## src/rtl/seq_adder_pkg.sv

```systemverilog
// Shared definitions for the multi-cycle sequential adder: FSM encodings and
// the counter-width helper.
package seq_adder_pkg;

  typedef enum logic [1:0] {
    IDLE = 2'b00,
    RUN  = 2'b01,
    DONE = 2'b10
  } state_e;

  // Ceiling log2 evaluated at elaboration time.
  function automatic int unsigned clog2(input int unsigned v);
    int unsigned r;
    int unsigned p;
    r = 0;
    p = 1;
    while (p < v) begin
      p = p << 1;
      r = r + 1;
    end
    return r;
  endfunction

endpackage

```

## src/rtl/seq_adder_chunk_add.sv

```systemverilog
// CHUNK-bit combinational ripple adder built from full-adder cells.
// c_msb is the carry into the top bit, used for signed-overflow detection.
module chunk_add
  import seq_adder_pkg::*;
#(
  parameter int unsigned CHUNK = 4
) (
  input  logic [CHUNK-1:0] x,
  input  logic [CHUNK-1:0] y,
  input  logic             ci,
  output logic [CHUNK-1:0] s,
  output logic             co,
  output logic             c_msb
);

  logic [CHUNK:0] c;

  assign c[0] = ci;

  // One full-adder cell per bit, carry rippling upward.
  for (genvar i = 0; i < CHUNK; i++) begin : g_fa
    assign s[i]   = x[i] ^ y[i] ^ c[i];
    assign c[i+1] = (x[i] & y[i]) | (c[i] & (x[i] ^ y[i]));
  end

  assign co    = c[CHUNK];
  assign c_msb = c[CHUNK-1];

endmodule

```

## src/rtl/seq_adder.sv

```systemverilog
// Multi-cycle adder: {cout, sum} = a + b + cin computed CHUNK bits per cycle,
// LSB first, behind a start/busy/done handshake.
// Optional feature: define SEQ_ADDER_OVF_EN to add the signed-overflow output ovf.
module seq_adder
  import seq_adder_pkg::*;
#(
  parameter int unsigned WIDTH = 16,
  parameter int unsigned CHUNK = 4
) (
  input  logic             clk,
  input  logic             rst,
  input  logic             start,
  input  logic [WIDTH-1:0] a,
  input  logic [WIDTH-1:0] b,
  input  logic             cin,
  output logic             busy,
  output logic             done,
  output logic [WIDTH-1:0] sum,
  output logic             cout
`ifdef SEQ_ADDER_OVF_EN
  ,
  output logic             ovf
`endif
);

  localparam int unsigned N  = WIDTH / CHUNK;
  localparam int unsigned CW = (clog2(N) < 1) ? 1 : clog2(N);

  state_e           state_q, state_d;
  logic [CW-1:0]    cnt_q, cnt_d;
  logic [WIDTH-1:0] a_sh_q, a_sh_d;
  logic [WIDTH-1:0] b_sh_q, b_sh_d;
  logic             carry_q, carry_d;
  logic [WIDTH-1:0] sum_q, sum_d;
  logic             cout_q, cout_d;
  logic             busy_q, busy_d;
  logic             done_q, done_d;

  logic [CHUNK-1:0] slice_s_c;
  logic             slice_co_c;
  logic [WIDTH-1:0] sum_full_c;

`ifdef SEQ_ADDER_OVF_EN
  logic             ovf_q, ovf_d;
  logic             slice_cmsb_c;
`else
  // Carry into the top bit is only needed for overflow; left unconsumed here.
  logic             unused_cmsb_c;
`endif

  // Slice adder on the low CHUNK bits of the operand shift registers.
  chunk_add #(.CHUNK(CHUNK)) u_chunk (
    .x     (a_sh_q[CHUNK-1:0]),
    .y     (b_sh_q[CHUNK-1:0]),
    .ci    (carry_q),
    .s     (slice_s_c),
    .co    (slice_co_c),
`ifdef SEQ_ADDER_OVF_EN
    .c_msb (slice_cmsb_c)
`else
    .c_msb (unused_cmsb_c)
`endif
  );

  // Partial-sum shift register holding earlier slices; absent when N == 1.
  if (N > 1) begin : g_multi
    localparam int unsigned SHW = WIDTH - CHUNK;
    logic [SHW-1:0] sum_sh_q, sum_sh_d;

    // Shift each new slice in at the top while running.
    always_comb begin
      sum_sh_d = sum_sh_q;
      if (state_q == RUN) begin
        sum_sh_d = SHW'({slice_s_c, sum_sh_q} >> CHUNK);
      end
    end

    // Partial-sum register.
    always_ff @(posedge clk) begin
      if (rst) sum_sh_q <= '0;
      else     sum_sh_q <= sum_sh_d;
    end

    assign sum_full_c = {slice_s_c, sum_sh_q};
  end else begin : g_single
    assign sum_full_c = slice_s_c;
  end

  // Next-state, datapath and output decode.
  always_comb begin
    state_d = state_q;
    cnt_d   = cnt_q;
    a_sh_d  = a_sh_q;
    b_sh_d  = b_sh_q;
    carry_d = carry_q;
    sum_d   = sum_q;
    cout_d  = cout_q;
`ifdef SEQ_ADDER_OVF_EN
    ovf_d   = ovf_q;
`endif
    unique case (state_q)
      IDLE, DONE: begin
        if (start) begin
          state_d = RUN;
          a_sh_d  = a;
          b_sh_d  = b;
          carry_d = cin;
          cnt_d   = '0;
        end else begin
          state_d = IDLE;
        end
      end
      RUN: begin
        a_sh_d  = a_sh_q >> CHUNK;
        b_sh_d  = b_sh_q >> CHUNK;
        carry_d = slice_co_c;
        if (cnt_q == CW'(N - 1)) begin
          state_d = DONE;
          sum_d   = sum_full_c;
          cout_d  = slice_co_c;
`ifdef SEQ_ADDER_OVF_EN
          ovf_d   = slice_cmsb_c ^ slice_co_c;
`endif
        end else begin
          cnt_d = cnt_q + CW'(1);
        end
      end
      default: state_d = IDLE;
    endcase
    busy_d = (state_d == RUN);
    done_d = (state_d == DONE);
  end

  // State, datapath and output registers with synchronous reset.
  always_ff @(posedge clk) begin
    if (rst) begin
      state_q <= IDLE;
      cnt_q   <= '0;
      a_sh_q  <= '0;
      b_sh_q  <= '0;
      carry_q <= 1'b0;
      sum_q   <= '0;
      cout_q  <= 1'b0;
      busy_q  <= 1'b0;
      done_q  <= 1'b0;
`ifdef SEQ_ADDER_OVF_EN
      ovf_q   <= 1'b0;
`endif
    end else begin
      state_q <= state_d;
      cnt_q   <= cnt_d;
      a_sh_q  <= a_sh_d;
      b_sh_q  <= b_sh_d;
      carry_q <= carry_d;
      sum_q   <= sum_d;
      cout_q  <= cout_d;
      busy_q  <= busy_d;
      done_q  <= done_d;
`ifdef SEQ_ADDER_OVF_EN
      ovf_q   <= ovf_d;
`endif
    end
  end

  assign busy = busy_q;
  assign done = done_q;
  assign sum  = sum_q;
  assign cout = cout_q;
`ifdef SEQ_ADDER_OVF_EN
  assign ovf  = ovf_q;
`endif

endmodule

```

## config.mk

```make
export PLATFORM = sky130hd
export DESIGN_NAME = seq_adder
export DESIGN_NICKNAME = d
export VERILOG_FILES = /design/src/rtl/seq_adder_pkg.sv /design/src/rtl/seq_adder_chunk_add.sv /design/src/rtl/seq_adder.sv
export SDC_FILE = /design/constraint.sdc
export NUM_CORES = 1
export LEC_CHECK = 0
export BUFFER_PORTS_ARGS = -buffer_cell sky130_fd_sc_hd__buf_2
export CAP_MARGIN = 20
export CORE_MARGIN = 4
export CORE_UTILIZATION = 45
export CTS_CLUSTER_DIAMETER = 150
export DETAILED_ROUTE_END_ITERATION = 6
export HOLD_SLACK_MARGIN = 0.15
export PLACE_DENSITY_LB_ADDON = 0.12
export REMOVE_ABC_BUFFERS = 1
export SETUP_SLACK_MARGIN = 0.3
export SLEW_MARGIN = 20
export SYNTH_ARGS = -nofsm -noshare
export SYNTH_HDL_FRONTEND = slang
export SYNTH_SLANG_ARGS = --single-unit
```

## constraint.sdc

```tcl
create_clock -name clk -period 2.7 [get_ports clk]
set_input_delay 0.135 -clock clk [delete_from_list [all_inputs] [get_ports clk]]
set_output_delay 0.135 -clock clk [all_outputs]
set_load 0.01 [all_outputs]
```

# Word level (Yosys, flattened, before mapping)
# Index checks and enable logic that the tools add are counted.
[word_totals] reg_bits=68 latchBits=0 ramBits=0 romBits=0 out_inout_bits=19 wordCells=56 memories=0
[classes] n_addsub=1 n_mul=0 div_mod_pow=0 order_cmp=0 eq_ne=7 shift=0 n_mux=12 n_bitwise=20 n_reduce_logical=6
[op_table] op="one-hot mux 16 bit (2 select lines)" n=2
[op_table] op="2-to-1 mux 16 bit" n=2
[op_table] op="bitwise AND 1 bit" n=8
[op_table] op="one-hot mux 2 bit (2 select lines)" n=2
[op_table] op="XOR 1 bit" n=8
[op_table] op="== test 2 bit (second input constant)" n=3
[op_table] op="2-to-1 mux 2 bit" n=3
[op_table] op="== test 2 x 1 -> 1 bit (second input constant)" n=2
[op_table] op="!= test 2 bit (second input constant)" n=2
[op_table] op="OR 1 bit" n=4
[op_table] op="AND reduction 2 bit" n=2
[op_table] op="AND reduction 3 bit" n=1
[op_table] op="adder 2 x 1 -> 2 bit (second input constant)" n=1
[op_table] op="zero test 2 bit" n=1
[op_table] op="2-to-1 mux 1 bit" n=2
[op_table] op="one-hot mux 1 bit (2 select lines)" n=1
[op_table] op="nonzero test 2 bit" n=1
[op_table] op="OR reduction 2 bit" n=1

# Depth between registers and ports, before layout
# Gate-level depths: netlist (run 1).
[depth] ltp_word=10 ltp_mapped=9 mapped_depth_nobuf=9

# By module
# From an unflattened synthesis (run 1), not the netlist that was laid out.
[hier_totals] cells_unflattened=312 area_unflattened_um2=2628.8
[modules_own_cells] module="seq_adder" n_inst=1 cells_per_inst=300 area_each_um2=2518.7 seq_area_each_um2=1361.3
[modules_own_cells] module="chunk_add" n_inst=1 cells_per_inst=12 area_each_um2=110.1 seq_area_each_um2=0.0

# Worst setup path after synthesis (run 1)
# Ideal clock, no wire load.
[synth_path] path_type="reg2reg" from="register a_sh_q[0]" to="register g_multi.sum_sh_q[11]" setup_time_ps=86 arrival_time_ps=1967 t_required_ps=2614 setup_slack_ps=646 stages_incl_launch_ff=9 n_path_buf=0 synth_period_minus_slack_ps=2054 cell_sequence="dfxtp_1 > fa_1 > inv_1 > fa_1 > inv_1 > fa_1 > inv_1 > fa_1 > a211oi_1"
[synth_between] elab_chain_cells=8 elab_cells_between_ends=9 cone_classes="bitwise (9)"
[synth_lines] item="start, declared" line_no="seq_adder.sv:31" rtl="logic [WIDTH-1:0] a_sh_q, a_sh_d;"
[synth_lines] item="start signal, assigned" line_no="seq_adder.sv:152" rtl="a_sh_q <= a_sh_d;"
[synth_lines] item="XOR 1 bit" line_no="seq_adder_chunk_add.sv:23" rtl="assign c[i+1] = (x[i] & y[i]) | (c[i] & (x[i] ^ y[i]));"
[synth_lines] item="bitwise AND 1 bit" line_no="seq_adder_chunk_add.sv:23"
[synth_lines] item="OR 1 bit (*)" line_no="seq_adder_chunk_add.sv:23"
[synth_lines] item="bitwise AND 1 bit (*)" line_no="seq_adder_chunk_add.sv:23"
[synth_lines] item="OR 1 bit (*)" line_no="seq_adder_chunk_add.sv:23"
[synth_lines] item="bitwise AND 1 bit (*)" line_no="seq_adder_chunk_add.sv:23"
[synth_lines] item="OR 1 bit (*)" line_no="seq_adder_chunk_add.sv:23"
[synth_lines] item="XOR 1 bit (*)" line_no="seq_adder_chunk_add.sv:22" rtl="assign s[i] = x[i] ^ y[i] ^ c[i];"
[synth_lines] item="end signal, assigned" line_no="seq_adder.sv:81" rtl="else sum_sh_q <= sum_sh_d;"
[synth_lines] item="end, declared" line_no="seq_adder.sv:68" rtl="logic [SHW-1:0] sum_sh_q, sum_sh_d;"
# Mark *: on every way between the ends. The rest lies on a longest branch, timed or not.
# A chain may end at the register's enable or synchronous reset.

# Worst setup path after layout (run 1)
[layout_path] from="register a_sh_q[0]" to="register sum_q[15] (netlist: sum[15])"
[layout_between] elab_chain_cells=8 elab_cells_between_ends=9 cone_classes="bitwise (9)"
[layout_lines] item="XOR 1 bit" line_no="seq_adder_chunk_add.sv:23"
[layout_lines] item="bitwise AND 1 bit" line_no="seq_adder_chunk_add.sv:23"
[layout_lines] item="OR 1 bit (*)" line_no="seq_adder_chunk_add.sv:23"
[layout_lines] item="bitwise AND 1 bit (*)" line_no="seq_adder_chunk_add.sv:23"
[layout_lines] item="OR 1 bit (*)" line_no="seq_adder_chunk_add.sv:23"
[layout_lines] item="bitwise AND 1 bit (*)" line_no="seq_adder_chunk_add.sv:23"
[layout_lines] item="OR 1 bit (*)" line_no="seq_adder_chunk_add.sv:23"
[layout_lines] item="XOR 1 bit (*)" line_no="seq_adder_chunk_add.sv:22"
[layout_lines] item="end signal, assigned" line_no="seq_adder.sv:155" rtl="sum_q <= sum_d;"
[layout_lines] item="end, declared" line_no="seq_adder.sv:34" rtl="logic [WIDTH-1:0] sum_q, sum_d;"
# Marks and branches as above.

==> results of run 1 <==
==> power by group through the flow <==
stage          combinational, mW  clock (mW)  sequential [mW]
6_report                   0.289       0.960             1.09
5_1_grt                    0.327        1.03             1.10
4_1_cts                    0.291       0.987             1.09
3_5_place_dp               0.254           0             1.11
3_3_place_gp               0.251           0             1.11
2_1_floorplan              0.167           0             1.11
==> final timing paths <==
check	slack, ns	start	depth (start not counted)	end
worst max-delay path	0.55	a_sh_q[0]	8	sum[15]
worst min-delay path	0.24	rst	2	a_sh_q[14]
worst max register to register	0.55	a_sh_q[0]	8	sum[15]
worst min register to register	0.45	sum[8]	2	sum[8]
==> cell usage in the layout, fill, tap and decap left out, drive strengths merged <==
master	synthesis	routed
a211oi	5	5
o21a	1	1
nand2	104	104
a21oi	35	35
and3b	1	1
a2bb2oi	1	1
ha	1	1
nor2b	1	1
nand2b	2	2
bufinv	0	2
dlygate4sd3	0	33
clkinv	0	2
nand3	9	9
o211ai	2	2
fa	4	4
clkbuf	7	12
a311oi	24	24
and2b	1	1
nor2	33	33
or3	1	1
buf	21	59
nand3b	2	2
inv	7	7
dfxtp	68	68
==> final cells by class <==
class	instances	area, um^2
multi-input combinational	227	1280
timing repair buffer	92	651
clock buffer	12	165
clock inverter	4	70.1
inverter	7	26.3
sequential	68	1360
tap	75	93.8
fill	548	2340
==> state kept, by name (all words and copies together), names as in the netlist <==
name              flops
a_sh_q               16
b_sh_q               16
busy                  1
carry_q               1
cnt_q                 2
cout                  1
done                  1
g_multi.sum_sh_q     12
state_q               2
sum                  16
==> cells by family (layout without fill, tap and decap cells) <==
logic type | after synthesis | count (layout) | share of synthesized area (%)
flip-flops | 68 | 68 | 48.5
AO/OA/AOI/OAI | 68 | 68 | 20.2
buffers and inverters | 35 | 115 | 6.06
AND/OR/NAND/NOR | 154 | 154 | 21.9
adder cells (fa/ha/maj) | 5 | 5 | 3.30
==> layer usage <==
layer | part of all wire [%] | vias to the layer above | wire [um]
li1 | - | 1256 | -
met1 | 46 | 1076 | 2630
met2 | 48 | 54 | 2760
met3 | 5.6 | 6 | 323
met4 | 0.78 | 0 | 45
met5 | 0 | - | 0
==> stage by stage <==
stage	worst slack [ns]	total power [mW]	hold WS [ns]
after floorplan	0.337	1.27	0.203
after global placement	0.595	1.36	0.376
after detailed placement	0.545	1.37	0.381
after CTS	0.527	2.37	0.221
after global routing	0.409	2.45	0.248
final	0.551	2.34	0.239
==> worst max-delay path: stages (launching register included) <==
cell and delay [ns]:
dfxtp_1 0.33, fa_1 0.41, inv_1 0.08, fa_1 0.15, inv_1 0.04, fa_1 0.36
inv_1 0.08, fa_1 0.42, a211oi_1 0.20
==> what timing repair did <==
action | in CTS | in global routing
hold buffers | 33 | 0
endpoints found under the hold margin | 33 | 0
resized for setup | 0 | 0
==> flow_summary.json, run 1 <==
{
  "cts.sinks": 68,
  "synthDistinctLibCells": 23,
  "p_per_area_mw_per_mm2": 641,
  "yosys.area.top_type_share_pct": 48.5,
  "portBuffers": 54,
  "synthFlopType": "dfxtp_1",
  "ir_drop_v": 0.000439,
  "hpwlAfterDp_mm": 3.61,
  "design.die.area_mm2": 0.00756,
  "grt_max_degree": 39,
  "p_int_mw": 1.78,
  "pwr-share-clk_pct": 41.0,
  "fp.coreArea_mm2": 0.00599,
  "drc": 0,
  "clk_pin_slew_ns": 0.07,
  "antenna_cells": 0,
  "switching_share_pct": 23.7,
  "grt_use_met3_pct": 7.19,
  "dp_cells": 436,
  "min_period_over_period_pct": 79.6,
  "finalSetupTns_ns": 0,
  "cts_setup_buffers": 0,
  "cp.required_ns": 2.96,
  "drv_cap": 0,
  "critPathLaunchType": "flip-flop",
  "yosys.area.top_type": "dfxtp_1",
  "setup_violations": 0,
  "hp-class": "in2reg",
  "fin_area_mm2": 0.00365,
  "die_w_um": 87.0,
  "rows": 28,
  "placed_area_mm2": 0.00308,
  "cts_tree": "built",
  "avgSynthCellArea_um2": 8.50,
  "die_h_um": 87.0,
  "synth-seq-cells": 68,
  "max_freq_ghz": 0.465,
  "cts.path.max_buffers": 2,
  "cts_max_level": 3,
  "clock_skew_ns": 0.00616,
  "power_frac_comb_pct": 12.3,
  "p_switching_mw": 0.554,
  "p_leak_nw": 1.46,
  "path_class": "reg2reg",
  "final.min_clock_period_ns": 2.15,
  "critPathMaxFanout": 2,
  "nets": 446,
  "synth.most_common_cell": "nand2_1",
  "antenna_left": 0,
  "cts_buffers": 9,
  "p_seq_share_pct": 46.6,
  "synth.area.top_cells": "dfxtp_1, nand2_1, a311oi_2",
  "slew_viol_final": 0,
  "first_pass_iters": 4,
  "finalCoreUtilization_pct": 60.9,
  "synthArstFlopShare_pct": 0,
  "status": "finished, final reports clean",
  "top_usage_layer": "met2",
  "hold_viol_final": 0,
  "ys_warn_count": 0,
  "grt_usage_pct": 16.7,
  "crit_path_end_kind": "flip-flop",
  "met2_usage_pct": 27.5,
  "netlist_area_mm2": 0.00281,
  "ys_seq_area_share_pct": 48.5,
  "crit_arrival_ns": 2.40,
  "globalplace.congestion": 0.691,
  "drt-wirelength-per-cell_um": 11.9,
  "antenna_found_initial": 0,
  "grt_use_met1_pct": 19.9,
  "areaGrowthSynthToFinish_pct": 30.0,
  "via_per_inst": 4.93,
  "drive_gt1_share_pct": 23.2,
  "grt_pass1_vias": 2207,
  "rsz0062_at_grt": "false",
  "relSlewSlack_pct": 50.3,
  "initial_core_util_pct": 46.8,
  "final_cell_count_no_fill": 485,
  "drt_iter0_drc": 79,
  "wl_mm": 5.76,
  "cts_root_buffer": "clkbuf_8",
  "netlist_top_cells_count": "nand2_1, dfxtp_1, a21oi_1, nor2_1, a311oi_2",
  "grt_pass1_wl_mm": 9.93,
  "synth_edf_count": 0,
  "overflow": 0,
  "postSynthCellCount": 330,
  "via_count": 2392,
  "worstMarginPinSlew_ns": 0.746,
  "pin_count": 55,
  "clkLatencyLatePin_ns": 0.34
}
Note: power is estimated with default switching activity, not from simulation.
==> run 2: changes to the inputs <==
clock period = 2.1 ns   (was 2.7 ns; I/O delays follow)
==> run 2 against run 1 <==
Compared with the run above: global-route usage up 0.20 points; critical endpoint is now g_multi.sum_sh_q[11]; worst hold slack better by 0.043 ns; register-to-register slack got worse by 0.52 ns; total power grew 15%; fmax increased by 4.1%; critical path depth unchanged; combinational power is 35% higher; worst setup slack worse by 0.52 ns; non-clock buffer count up 2; flip-flop and latch count did not move.
==> flow_summary.json, run 2 (synthesis results as in run 1) <==
{
  "status": "finished, final reports clean",
  "slowest_stage": "fa_2",
  "cp-endpoint": "g_multi.sum_sh_q[11]",
  "regArea_mm2": 0.00137,
  "setup_violations": 0,
  "antenna_cells": 0,
  "path_class": "reg2reg",
  "fp.coreArea_mm2": 0.00599,
  "drc": 0,
  "slew_viol_final": 0,
  "wl_met2_mm": 2.85,
  "first_pass_iters": 4,
  "min_period_over_period_pct": 98.3,
  "r2r-end": "g_multi.sum_sh_q[11]",
  "top_layer_used": "met4",
  "wl_mm": 5.99,
  "crit_arrival_ns": 2.32,
  "hold_viol_final": 0,
  "startpoint": "a_sh_q[0]",
  "clk_pin_slew_ns": 0.07,
  "areaGrowthSynthToFinish_pct": 29.5,
  "fill_cells": 543,
  "routedLengthMet1_mm": 2.69,
  "grt_pass1_wl_mm": 10.1,
  "initial_core_util_pct": 46.8,
  "die_h_um": 87.0,
  "finalSetupTns_ns": 0,
  "rows": 28,
  "cts.path.max_buffers": 2,
  "reg2reg_slack_ns": 0.04,
  "grt_pass1_vias": 2211,
  "antenna_found_initial": 0,
  "path_cells": "fa_2 -> inv_2 -> fa_1 -> inv_2 -> fa_2 -> inv_2 -> fa_2 -> a211oi_2",
  "final.min_clock_period_ns": 2.06,
  "globalplace.congestion": 0.698,
  "cp.required_ns": 2.36,
  "drv_cap": 0,
  "via_count": 2450,
  "via_per_inst": 5.03,
  "relSlewSlack_pct": 57.8,
  "max_freq_ghz": 0.484,
  "crit_path_max_incr_delay_ns": 0.45,
  "grt_usage_pct": 16.9,
  "drt-wirelength-per-cell_um": 12.3,
  "pin_count": 55,
  "cts_setup_buffers": 0,
  "drt_iter0_drc": 87,
  "cts_buffers": 9,
  "hpwlAfterDp_mm": 3.55,
  "rsz0062_at_grt": "true",
  "ir_drop_v": 0.000539,
  "clock_skew_ns": 0.00310,
  "cts_root_buffer": "clkbuf_8",
  "hp-class": "in2reg",
  "cts_tree": "built",
  "cts.sinks": 68,
  "design.die.area_mm2": 0.00756,
  "mostFrequentLayoutCell": "nand2_1",
  "portBuffers": 54,
  "antenna_left": 0,
  "worstMarginPinSlew_ns": 0.631,
  "critPathLaunchType": "flip-flop",
  "ff2ff_path_depth": 8,
  "cts_max_level": 3,
  "finalCoreUtilization_pct": 60.7,
  "multi_input_area_mm2": 0.00131,
  "overflow": 0,
  "clkLatencyLatePin_ns": 0.33,
  "layout_common_cells": "nand2_1, dfxtp_1, buf_2",
  "p_leak_nw": 1.43,
  "critPathMaxFanout": 2,
  "p_per_area_mw_per_mm2": 743,
  "die_w_um": 87.0,
  "r2r_start": "a_sh_q[0]",
  "crit_path_end_kind": "flip-flop",
  "route.met3.wl_um": 353,
  "nets": 448,
  "drive_gt1_share_pct": 25.7,
  "grt_max_degree": 37
}
==> run 2: cell count changes in the layout (fill, tap and decap cells not counted), sizes merged <==
| cell | before | now |
|---|---|---|
| buf | 59 | 61 |
| clkbuf | 12 | 14 |
| bufinv | 2 | 0 |
==> run 2: area by class of cell <==
class,count,share of cell area [%]
clock buffer,14,4.20
clock inverter,2,0.275
inverter,7,0.723
multi-input combinational,227,36.0
sequential,68,37.6
tap,75,2.58
timing repair buffer,94,18.7
==> run 2: stage by stage <==
step	cells	area, um^2	hold WS, ns	power [mW]	setup slack [ns]
2_1_floorplan	302	2660	0.173	1.64	-0.263
3_3_place_gp	438	3110	0.345	1.76	-0.0218
3_5_place_dp	438	3110	0.351	1.77	-0.0845
4_1_cts	487	3610	0.270	2.72	-0.0119
5_1_grt	487	3630	0.290	2.85	-0.0536
6_report	487	3630	0.283	2.70	0.0358
==> run 2: critical path: cells and delay by family, from the launching register on <==
kind                       cells  cell delay [ns]
AOI/OAI and AO/OA              1             0.19
adders and majority gates      4             1.31
buffers and inverters          3             0.16
DFF                            1             0.33
==> run 2: worst min path at each step <==
| stage | start | to | cells past startpoint |
|---|---|---|---|
| 2_1_floorplan | rst | a_sh_q[0] | 1 |
| 3_3_place_gp | a[12] | a_sh_q[12] | 3 |
| 3_5_place_dp | b[13] | b_sh_q[13] | 3 |
| 4_1_cts | rst | state_q[0] | 3 |
| 5_1_grt | rst | state_q[0] | 3 |
| 6_report | rst | busy | 3 |
==> run 2: power by group <==
| group | switching (mW) | internal (mW) |
|---|---|---|
| combinational | 0.208 | 0.183 |
| clock | 0.443 | 0.459 |
| sequential | 0.0414 | 1.36 |
==> run 2: metal layers <==
metal  vias to the layer above  track usage, %
met3                        12            6.62
met5                         -               0
met1                      1120            20.8
met4                         0            5.95
met2                        60            26.9
li1                       1258               -
==> run 2: timing repair <==
item | in CTS | in global routing
hold endpoints to repair | 33 | 0
pin swaps | 3 | 3
hold buffers | 33 | 0
resized for setup | 7 | 6
setup endpoints to repair | 4 | 6
cloned | 0 | 0
==> run 3: changes to the inputs <==
GPL_TIMING_DRIVEN = 0   (was not set)
==> run 3 against run 2 <==
Compared with the run above: the run now ends with negative setup slack left; worst hold slack improved by 0.033 ns; clock skew rose by 0.0069 ns; fmax fell by 2.4%; via count fell by 3.6%; final cell count fell by 1.0%; worst setup slack got worse by 0.051 ns; core utilization rose by 1.2 points; design area rose by 1.9%; largest cell class unchanged; largest power group unchanged.
==> flow_summary.json, run 3 (synthesis results as in run 1) <==
{
  "status": "complete, but fails checks",
  "violations": "negative setup slack",
  "die_h_um": 87.0,
  "relSlewSlack_pct": 44.9,
  "wl_mm": 5.78,
  "via_count": 2363,
  "drive_gt1_share_pct": 26.8,
  "grt_use_met1_pct": 20.3,
  "final_cell_count_no_fill": 482,
  "slew_viol_final": 0,
  "via_per_inst": 4.90,
  "grt_max_degree": 69,
  "globalplace.congestion": 0.715,
  "min_period_over_period_pct": 101,
  "worstHoldEndpoint": "b_sh_q[12]",
  "overflow": 0,
  "antenna_cells": 0,
  "cts_root_buffer": "clkbuf_8",
  "first_pass_iters": 5,
  "fp.coreArea_mm2": 0.00599,
  "clock_skew_ns": 0.00999,
  "grt_pass1_vias": 2221,
  "met2_usage_pct": 27.5,
  "whs_ns": 0.315,
  "cts_tree": "built",
  "critPathLaunchType": "flip-flop",
  "hold_depth": 4,
  "hold_viol_final": 0,
  "crit_arrival_ns": 2.37,
  "cts_buffers": 9,
  "p_leak_nw": 1.45,
  "drt_iter0_drc": 90,
  "hp-class": "in2reg",
  "ff2ff_path_depth": 8,
  "antenna_found_initial": 0,
  "setup_violations": 2,
  "finalCoreUtilization_pct": 61.8,
  "power_mw": 3.11,
  "initial_core_util_pct": 46.8,
  "max_freq_ghz": 0.473,
  "hpwlAfterDp_mm": 3.28,
  "crit_path_end_kind": "flip-flop",
  "rows": 28,
  "worst_slack_ns": -0.0152,
  "clk_pin_slew_ns": 0.07,
  "grt_use_met3_pct": 3.12,
  "areaGrowthSynthToFinish_pct": 32.0,
  "antenna_left": 0,
  "grt_usage_pct": 16.5,
  "drc": 0,
  "design.die.area_mm2": 0.00756,
  "ir_drop_v": 0.000487,
  "die_w_um": 87.0,
  "cp.required_ns": 2.36,
  "p_per_area_mw_per_mm2": 839,
  "portBuffers": 54,
  "grt_pass1_wl_mm": 9.96,
  "worstMarginPinSlew_ns": 0.827,
  "r2r_start": "carry_q",
  "nets": 443,
  "path_class": "reg2reg",
  "final.min_clock_period_ns": 2.12,
  "dp_cells": 432,
  "clkLatencyLatePin_ns": 0.34,
  "mostFrequentLayoutCell": "nand2_1",
  "pin_count": 55,
  "drv_cap": 0,
  "drt-wirelength-per-cell_um": 12.0,
  "critPathMaxFanout": 2,
  "cts.sinks": 68,
  "reg2reg_slack_ns": -0.02,
  "layout_common_cells": "nand2_1, dfxtp_1, buf_2",
  "cts.path.max_buffers": 2,
  "cts_max_level": 3,
  "top_usage_layer": "met2",
  "finalSetupTns_ns": -0.0179,
  "r2r-end": "g_multi.sum_sh_q[11]",
  "rsz0062_at_grt": "true",
  "hp-start": "start"
}
-- run 3: cell types whose count changed in the layout (fill, tap and decap cells not counted), sizes merged --
cell,change
buf,-5
clkbuf,-4
bufinv,+3
clkinvlp,+1
-- run 3: worst max-delay path by stage --
stage,cells past startpoint,from,endpoint,slack [ns]
2_1_floorplan,3,state_q[1],cnt_q[0],-0.26
3_3_place_gp,3,state_q[1],a_sh_q[1],-0.88
3_5_place_dp,8,a_sh_q[0],g_multi.sum_sh_q[11],-0.11
4_1_cts,8,carry_q,sum[15],-0.06
5_1_grt,8,carry_q,g_multi.sum_sh_q[11],-0.13
6_report,8,carry_q,g_multi.sum_sh_q[11],-0.02
-- run 3: cell type report --
cell class	count	area (um^2)
Clock inverter	6	111
Timing Repair Buffer	89	638
Fill cell	553	2290
Tap cell	75	93.8
Multi-Input combinational cell	227	1330
Clock buffer	10	138
Sequential cell	68	1370
Inverter	7	26.3
-- run 3: through the flow --
stage,cell area (um^2),setup WS (ns)
2_1_floorplan,2660,-0.263
3_3_place_gp,3030,-0.879
6_report,3700,-0.0152
4_1_cts,3680,-0.0567
5_1_grt,3700,-0.130
3_5_place_dp,3070,-0.108
-- run 3: critical path: stages, from the launching register on --
cell and delay [ns]:
dfxtp_2 0.33, fa_2 0.37, inv_2 0.07, fa_2 0.19
inv_2 0.04, fa_2 0.32, inv_2 0.07, fa_2 0.46
a211oi_2 0.18
-- run 3: routing by layer --
layer | routed length (um) | share of wire [%] | vias to the layer above
met3 | 238 | 4.1 | 9
met5 | 0 | 0 | -
met4 | 106 | 1.8 | 0
li1 | - | - | 1245
met2 | 2680 | 46 | 43
met1 | 2760 | 48 | 1066
-- run 3: where the power goes --
part / switching [mW] / internal (mW) / total (mW)
combinational: 0.207 / 0.180 / 0.386
sequential: 0.0427 / 1.36 / 1.41
clock: 0.495 / 0.821 / 1.32
-- run 3: what timing repair did --
| item | CTS | global route |
|---|---|---|
| buffers inserted | 0 | 1 |
| pin swaps | 5 | 4 |
| hold buffers | 33 | 0 |
| hold endpoints to repair | 33 | 0 |
| setup endpoints to repair | 6 | 26 |
| resized for setup | 12 | 5 |
